==> config.mk <==
export PLATFORM = sky130hd
export DESIGN_NAME = if_id_queue_flat
export DESIGN_NICKNAME = d
export VERILOG_FILES = /design/src/rtl/wisc_pkg.sv /design/src/rtl/if_id_queue_if.sv /design/src/rtl/fifo_ptr.sv /design/src/rtl/if_id_queue.sv /design/src/flat_wrapper.sv
export SDC_FILE = /design/constraint.sdc
export NUM_CORES = 1
export LEC_CHECK = 0
export CAP_MARGIN = 20
export CORE_MARGIN = 2
export CORE_UTILIZATION = 40
export CTS_CLUSTER_SIZE = 28
export DETAILED_ROUTE_END_ITERATION = 7
export GPL_ROUTABILITY_DRIVEN = 1
export GPL_TIMING_DRIVEN = 0
export SLEW_MARGIN = 20
export SYNTH_ARGS = -nofsm -noshare
export SYNTH_HDL_FRONTEND = slang
export SYNTH_SLANG_ARGS = --single-unit
==> constraint.sdc <==
create_clock -name clk -period 4.6 [get_ports clk]
set_clock_uncertainty 0.2 [all_clocks]
set_input_delay 0.69 -clock clk [delete_from_list [all_inputs] [get_ports clk]]
set_output_delay 0.69 -clock clk [all_outputs]
set_load 0.005 [all_outputs]
==> src/rtl/wisc_pkg.sv <==
// -----------------------------------------------------------------------------
// wisc_pkg
// Shared definitions for the fetch/decode boundary:
//   NOP_INSTR    - instruction presented to decode when nothing is queued
//   HALT_OPCODE  - opcode field [15:11] that identifies a HALT instruction
//   fetch_pkt_t  - {instr, pc_curr, pc_next} packet, 48 bits
//   is_halt()    - opcode test used by the queue's halt detection
// -----------------------------------------------------------------------------
package wisc_pkg;

    localparam logic [15:0] NOP_INSTR   = 16'h0800;
    localparam logic [4:0]  HALT_OPCODE = 5'b00000;

    typedef struct packed {
        logic [15:0] instr;
        logic [15:0] pc_curr;
        logic [15:0] pc_next;
    } fetch_pkt_t;

    function automatic logic is_halt(input logic [15:0] instr);
        return instr[15:11] == HALT_OPCODE;
    endfunction

endpackage

==> src/rtl/if_id_queue_if.sv <==
// -----------------------------------------------------------------------------
// if_id_queue_if
// Handshake bundle between fetch, the instruction queue and decode.
//   Fetch side : f_valid, f_instr, f_pc_curr, f_pc_next -> queue; f_ready <- queue
//   Decode side: d_valid, d_instr, d_pc_curr, d_pc_next <- queue; d_ready -> queue
//   Control    : flush -> queue; halted, count <- queue
// modport master : the surrounding pipeline (drives fetch data, d_ready, flush)
// modport slave  : the queue itself
// -----------------------------------------------------------------------------
interface if_id_queue_if #(
    parameter int DEPTH = 4
);
    localparam int CW = $clog2(DEPTH) + 1;

    logic          f_valid;
    logic [15:0]   f_instr;
    logic [15:0]   f_pc_curr;
    logic [15:0]   f_pc_next;
    logic          f_ready;

    logic          d_valid;
    logic [15:0]   d_instr;
    logic [15:0]   d_pc_curr;
    logic [15:0]   d_pc_next;
    logic          d_ready;

    logic          flush;
    logic          halted;
    logic [CW-1:0] count;

    modport master (
        output f_valid, f_instr, f_pc_curr, f_pc_next, d_ready, flush,
        input  f_ready, d_valid, d_instr, d_pc_curr, d_pc_next, halted, count
    );

    modport slave (
        input  f_valid, f_instr, f_pc_curr, f_pc_next, d_ready, flush,
        output f_ready, d_valid, d_instr, d_pc_curr, d_pc_next, halted, count
    );

endinterface

==> src/rtl/fifo_ptr.sv <==
// -----------------------------------------------------------------------------
// fifo_ptr
// Wrap-around pointer register (modulo 2**WIDTH).
//   clk   : clock
//   rst   : asynchronous active-low reset, pointer -> 0
//   inc_i : advance pointer by one
//   clr_i : synchronous clear, takes priority over inc_i
//   ptr_o : current pointer value
// -----------------------------------------------------------------------------
module fifo_ptr #(
    parameter int WIDTH = 2
) (
    input  logic             clk,
    input  logic             rst,
    input  logic             inc_i,
    input  logic             clr_i,
    output logic [WIDTH-1:0] ptr_o
);

    logic [WIDTH-1:0] ptr_q;
    logic [WIDTH-1:0] ptr_d;

    always_comb begin
        ptr_d = ptr_q;
        if (clr_i) begin
            ptr_d = '0;
        end else if (inc_i) begin
            // Natural overflow gives the modulo-DEPTH wrap.
            ptr_d = ptr_q + WIDTH'(1);
        end
    end

    always_ff @(posedge clk or negedge rst) begin
        if (!rst) begin
            ptr_q <= '0;
        end else begin
            ptr_q <= ptr_d;
        end
    end

    assign ptr_o = ptr_q;

endmodule

==> src/rtl/if_id_queue.sv <==
// -----------------------------------------------------------------------------
// if_id_queue
// Circular FIFO of fetch packets between fetch and decode.
//   clk : clock, all state updates on the rising edge
//   rst : asynchronous active-low reset
//   q   : if_id_queue_if.slave (fetch handshake, decode handshake,
//         flush, halted, count)
// DEPTH must match the DEPTH of the connected interface (power of two, >= 2).
// f_ready and d_valid depend only on registered state; the decode payload is
// muxed from storage by the read pointer with no enqueue bypass.
// -----------------------------------------------------------------------------
module if_id_queue
    import wisc_pkg::*;
#(
    parameter int DEPTH = 4
) (
    input  logic clk,
    input  logic rst,
    if_id_queue_if.slave q
);

    localparam int PW = $clog2(DEPTH);
    localparam int CW = PW + 1;

    logic [PW-1:0] rd_ptr;
    logic [PW-1:0] wr_ptr;
    logic [CW-1:0] count_q;
    logic [CW-1:0] count_d;
    logic          halted_q;
    logic          halted_d;
    fetch_pkt_t    mem_q [DEPTH];

    logic       enq;
    logic       deq;
    logic       full;
    logic       empty;
    fetch_pkt_t head_pkt;

    assign full  = (count_q == CW'(DEPTH));
    assign empty = (count_q == '0);

    assign q.f_ready = ~full & ~halted_q;
    assign q.d_valid = ~empty;

    assign enq = q.f_valid & q.f_ready;
    assign deq = q.d_valid & q.d_ready;

    // Flush squashes any concurrent transfer, so pointer moves are gated here
    // and the clear input of each pointer carries the flush itself.
    fifo_ptr #(.WIDTH(PW)) u_wr_ptr (
        .clk   (clk),
        .rst   (rst),
        .inc_i (enq & ~q.flush),
        .clr_i (q.flush),
        .ptr_o (wr_ptr)
    );

    fifo_ptr #(.WIDTH(PW)) u_rd_ptr (
        .clk   (clk),
        .rst   (rst),
        .inc_i (deq & ~q.flush),
        .clr_i (q.flush),
        .ptr_o (rd_ptr)
    );

    always_comb begin
        count_d  = count_q;
        halted_d = halted_q;
        if (q.flush) begin
            count_d  = '0;
            halted_d = 1'b0;
        end else begin
            // Enqueue+dequeue together leaves the occupancy unchanged.
            unique case ({enq, deq})
                2'b10:   count_d = count_q + CW'(1);
                2'b01:   count_d = count_q - CW'(1);
                default: count_d = count_q;
            endcase
            if (enq && is_halt(q.f_instr)) begin
                halted_d = 1'b1;
            end
        end
    end

    always_ff @(posedge clk or negedge rst) begin
        if (!rst) begin
            count_q  <= '0;
            halted_q <= 1'b0;
        end else begin
            count_q  <= count_d;
            halted_q <= halted_d;
        end
    end

    // Payload storage carries no reset; validity lives entirely in count_q.
    always_ff @(posedge clk) begin
        if (enq && !q.flush) begin
            mem_q[wr_ptr] <= '{instr:   q.f_instr,
                               pc_curr: q.f_pc_curr,
                               pc_next: q.f_pc_next};
        end
    end

    assign head_pkt = mem_q[rd_ptr];

    assign q.d_instr   = empty ? NOP_INSTR : head_pkt.instr;
    assign q.d_pc_curr = empty ? 16'h0000  : head_pkt.pc_curr;
    assign q.d_pc_next = empty ? 16'h0000  : head_pkt.pc_next;
    assign q.halted    = halted_q;
    assign q.count     = count_q;

endmodule

==> src/flat_wrapper.sv <==
// flat-port wrapper written by rule: the top's interface ports become plain ports
module if_id_queue_flat import wisc_pkg::*;
#(
    parameter int DEPTH = 4
)
  (clk, rst, q_f_valid, q_f_instr, q_f_pc_curr, q_f_pc_next, q_d_ready, q_flush, q_f_ready, q_d_valid, q_d_instr, q_d_pc_curr, q_d_pc_next, q_halted, q_count);
  if_id_queue_if #(.DEPTH(DEPTH)) q_i ();
  input  logic clk;
  input  logic rst;
  input wire logic [$bits(q_i.f_valid)-1:0] q_f_valid;
  input wire logic [$bits(q_i.f_instr)-1:0] q_f_instr;
  input wire logic [$bits(q_i.f_pc_curr)-1:0] q_f_pc_curr;
  input wire logic [$bits(q_i.f_pc_next)-1:0] q_f_pc_next;
  input wire logic [$bits(q_i.d_ready)-1:0] q_d_ready;
  input wire logic [$bits(q_i.flush)-1:0] q_flush;
  output wire logic [$bits(q_i.f_ready)-1:0] q_f_ready;
  output wire logic [$bits(q_i.d_valid)-1:0] q_d_valid;
  output wire logic [$bits(q_i.d_instr)-1:0] q_d_instr;
  output wire logic [$bits(q_i.d_pc_curr)-1:0] q_d_pc_curr;
  output wire logic [$bits(q_i.d_pc_next)-1:0] q_d_pc_next;
  output wire logic [$bits(q_i.halted)-1:0] q_halted;
  output wire logic [$bits(q_i.count)-1:0] q_count;
  assign q_i.f_valid = q_f_valid;
  assign q_i.f_instr = q_f_instr;
  assign q_i.f_pc_curr = q_f_pc_curr;
  assign q_i.f_pc_next = q_f_pc_next;
  assign q_i.d_ready = q_d_ready;
  assign q_i.flush = q_flush;
  assign q_f_ready = q_i.f_ready;
  assign q_d_valid = q_i.d_valid;
  assign q_d_instr = q_i.d_instr;
  assign q_d_pc_curr = q_i.d_pc_curr;
  assign q_d_pc_next = q_i.d_pc_next;
  assign q_halted = q_i.halted;
  assign q_count = q_i.count;
  if_id_queue #(.DEPTH(DEPTH)) u_core (.clk(clk), .rst(rst), .q(q_i));
endmodule
==> summary.md <==
| Metric | Value |
|---|---|
| Crit-path slowest cell | `clkdlybuf4s50_1` |
| Setup TNS | `0 ps` |
| Comb power frac | `0.307` |
| Placer Congestion | `0.754` |
| Buffers on Ports | `106` |
| Reg power frac | `0.412` |
| Sw frac | `0.263` |
| Clock Latency Late Sink | `430 ps` |
| R2r setup slk | `2070 ps` |
| Register area share after synthesis | `0.768` |
| Xor/xnor cell area share of the yosys netlist | `0.00548` |
| Resized cells post-CTS | `0` |
| Worst Reg-to-Reg Cells | `6` |
| RSZ-0062 raised after global routing | `false` |
| Synthesized area | `7770 µm²` |
| Final ANT Viol Nets | `0` |
| I/O pin total | `107` |
| Hold Crit Class | `primary input to asynchronous set/reset pin` |
| Post-placement cell area | `9240 µm²` |
| Final period util | `0.816` |
| HPWL after DPL | `9110 µm` |
| Critical path depth | `6` |
| Buf/Inv on CP | `4` |
| Mux contribution to synthesized area | `0.144` |
| Clock Pin Slew Worst Setup and Hold Paths | `70 ps` |
| Root buf cell | `clkbuf_16` |
| Cell internal pwr | `0.00388 W` |
| H-tree levels | `4` |
| Critical R2R Capture | `u_core.mem_q[3][26]` |
| Chip Width | `143 µm` |
| Hold_buf cts | `0` |
| Pwr/cell area | `535 nW/µm²` |
| Avg Cell Area, Syn | `21.6 µm²` |
| WL final | `14,600 µm` |
| Drt first pass iters | `4` |
| Postcts setup bufs | `0` |
| Vias per cell | `4.98` |
| Clock Power Share | `0.281` |
| Worst r2r src | `u_core.q.count[0]` |
| Largest family of logic cells by synthesized area | `multiplexers` |
| Area growth syn-to-layout | `26.6%` |
| Bufs on Longest Clock Path | `2` |
| Setup crit end kind | `output port` |
| Crit path cell chain | `nor3_1 -> inv_1 -> clkbuf_1 -> clkbuf_1 -> and2_1 -> clkdlybuf4s50_1` |
| Initial antenna violation count | `0` |
| Average wire per standard cell | `19.2 µm` |
| Non-Filler Cell Area, Final | `9840 µm²` |
| Share of synthesized cell area in and, or, nand and nor gates | `0.0572` |
| First-pass GRT wire length | `22,400 µm` |
| Max FO, Critical Path | `10` |
| Run status | `finished, final reports clean` |
| Initial core utilization | `0.411` |
| Layout Nets | `546` |
| Largest net degree at the start of global routing | `35` |
| Slew headroom | `0.542` |
| Crit path max-delay family | `buffers and inverters` |
| Worst-margin pin slew | `687 ps` |
| CP arrival | `2860 ps` |
| Post-synthesis compound-gate area fraction | `0.00435` |
| Max cap viols | `0` |
| Cells after Synth | `359` |
| Critical path launch point | `u_core.q.count[0]` |
| CP Data Required Time | `3710 ps` |
| Dpl cells | `729` |
| Worst setup slack after placement | `1260 ps` |
| Grt total ovfl | `0` |
| Most frequent CP cell | `clkbuf_1` |
| Startpoint types | `flop` |
| Adder-cell share of the synthesized area | `0.00902` |
| TritonCTS clock tree | `yes` |
| Pleak | `3.14 nW` |
| TritonCTS buffer count | `17` |
| Die span in y | `143 µm` |
| # DRC | `0` |
| Num rows | `50` |
| Vias | `3,786` |
| Final hold violations | `0` |
| Clock Sinks | `200` |
| CP max stage delay | `510 ps` |
| Post-synth cell types | `29` |
| YS warnings | `0` |
| ANT cells | `0` |
| Worst Setup Slack, final | `846 ps` |
| Total Routing Usage GR | `0.152` |
| Fin cells | `760` |
| Peak VDD IR | `280 µV` |
| #FFs+latches synth | `200` |
| Switching pwr | `0.00138 W` |
| Final Critical Period | `3750 ps` |
| Fillers | `1,561` |
| Post-layout util | `0.521` |
| # setup viols final | `0` |
| Crit Path Class | `flop to output port` |
| Layout cells sized above 1 | `0.196` |
| Die ar. | `20,500 µm²` |
| Initial DRC Count | `213` |
| Fmax | `266 MHz` |
| Core area | `18,900 µm²` |
| Syn nets | `417` |
| Vias in the first global route | `3,972` |
| Slew Limit Fails | `0` |
## cell type report
cell class / instances / area, µm² / share of cell area
timing repair buffer: 110 / 1140 / 0.116
inverter: 3 / 11.3 / 0.00114
clock inverter: 14 / 168 / 0.0170
multi-input combinational: 138 / 1720 / 0.175
tap: 260 / 325 / 0.0331
sequential: 200 / 5970 / 0.607
clock buffer: 17 / 425 / 0.0433
buffer: 18 / 82.6 / 0.00840
## worst max path at each step
stage	end
after floorplan	u_core.mem_q[0][0]
after global placement	u_core.mem_q[0][19]
after detailed placement	q_d_instr[2]
after CTS	q_d_instr[2]
after global routing	q_d_pc_curr[12]
final	q_d_pc_curr[12]
## Yosys cell counts, drive strengths merged
cell type,n,share of area
a211oi,1,0.00097
a31oi,1,0.00081
and2,52,0.042
and4,1,0.0011
buf,10,0.0068
clkbuf,8,0.0039
dfrtp,8,0.026
edfxtp,192,0.74
fa,1,0.0026
ha,4,0.0064
inv,3,0.0014
mux2,1,0.0019
mux2i,2,0.0026
mux4,48,0.14
nand2b,2,0.0016
nand3,1,0.00064
nor2,8,0.0039
nor2b,4,0.0032
nor3,4,0.0026
o21a,1,0.00097
o31ai,1,0.0016
or2,1,0.00081
or3b,1,0.0011
xnor2,1,0.0011
xor2,3,0.0044
## metrics by stage
step                hold slack (ps)  power [W]
detailed placement              351    0.00386
floorplan                       194    0.00302
global route                    354    0.00553
CTS                             341    0.00536
finish                          353    0.00526
global placement                354    0.00384
## layer usage
metal  up-vias  wire (µm)  GRT usage
li1       1699          -          -
met1      1967       6370      0.196
met2       102       7370      0.251
met3        18        711     0.0417
met4         0        179     0.0480
met5         -          0          0
## cells in the final DEF (no fill, tap or decap), types with 2 or more instances in the layout
| cell | instances |
|---|---|
| and2_1 | 47 |
| and2_4 | 5 |
| buf_1 | 3 |
| buf_12 | 4 |
| buf_2 | 6 |
| bufinv_16 | 2 |
| clkbuf_1 | 8 |
| clkbuf_16 | 17 |
| clkdlybuf4s50_1 | 106 |
| clkinv_4 | 2 |
| clkinvlp_4 | 4 |
| dfrtp_1 | 8 |
| edfxtp_1 | 192 |
| ha_1 | 4 |
| inv_1 | 3 |
| inv_8 | 5 |
| mux2i_1 | 2 |
| mux4_2 | 48 |
| nand2b_1 | 2 |
| nor2_1 | 8 |
| nor2b_1 | 4 |
| nor3_1 | 4 |
| xor2_1 | 2 |
## state kept, by name (all words and copies together) (netlist names)
name                   cells
u_core.q.halted            1
u_core.u_rd_ptr.ptr_o      2
u_core.q.count             3
u_core.mem_q             192
u_core.u_wr_ptr.ptr_o      2
## power by group through the flow
stage	combinational, W	sequential (W)	clock, W
6_report	0.00162	0.00217	0.00148
5_1_grt	0.00177	0.00218	0.00158
3_3_place_gp	0.00163	0.00221	0
2_1_floorplan	0.000815	0.00220	0
4_1_cts	0.00167	0.00217	0.00152
3_5_place_dp	0.00166	0.00221	0
## cell families after synthesis
group / count (synthesis)
adder cells (fa/ha/maj): 5
XOR/XNOR: 4
flip-flops: 200
multiplexers: 51
AND/OR/NAND/NOR: 74
buffers and inverters: 21
AO/OA/AOI/OAI: 4
(Power assumes the default switching activity.)
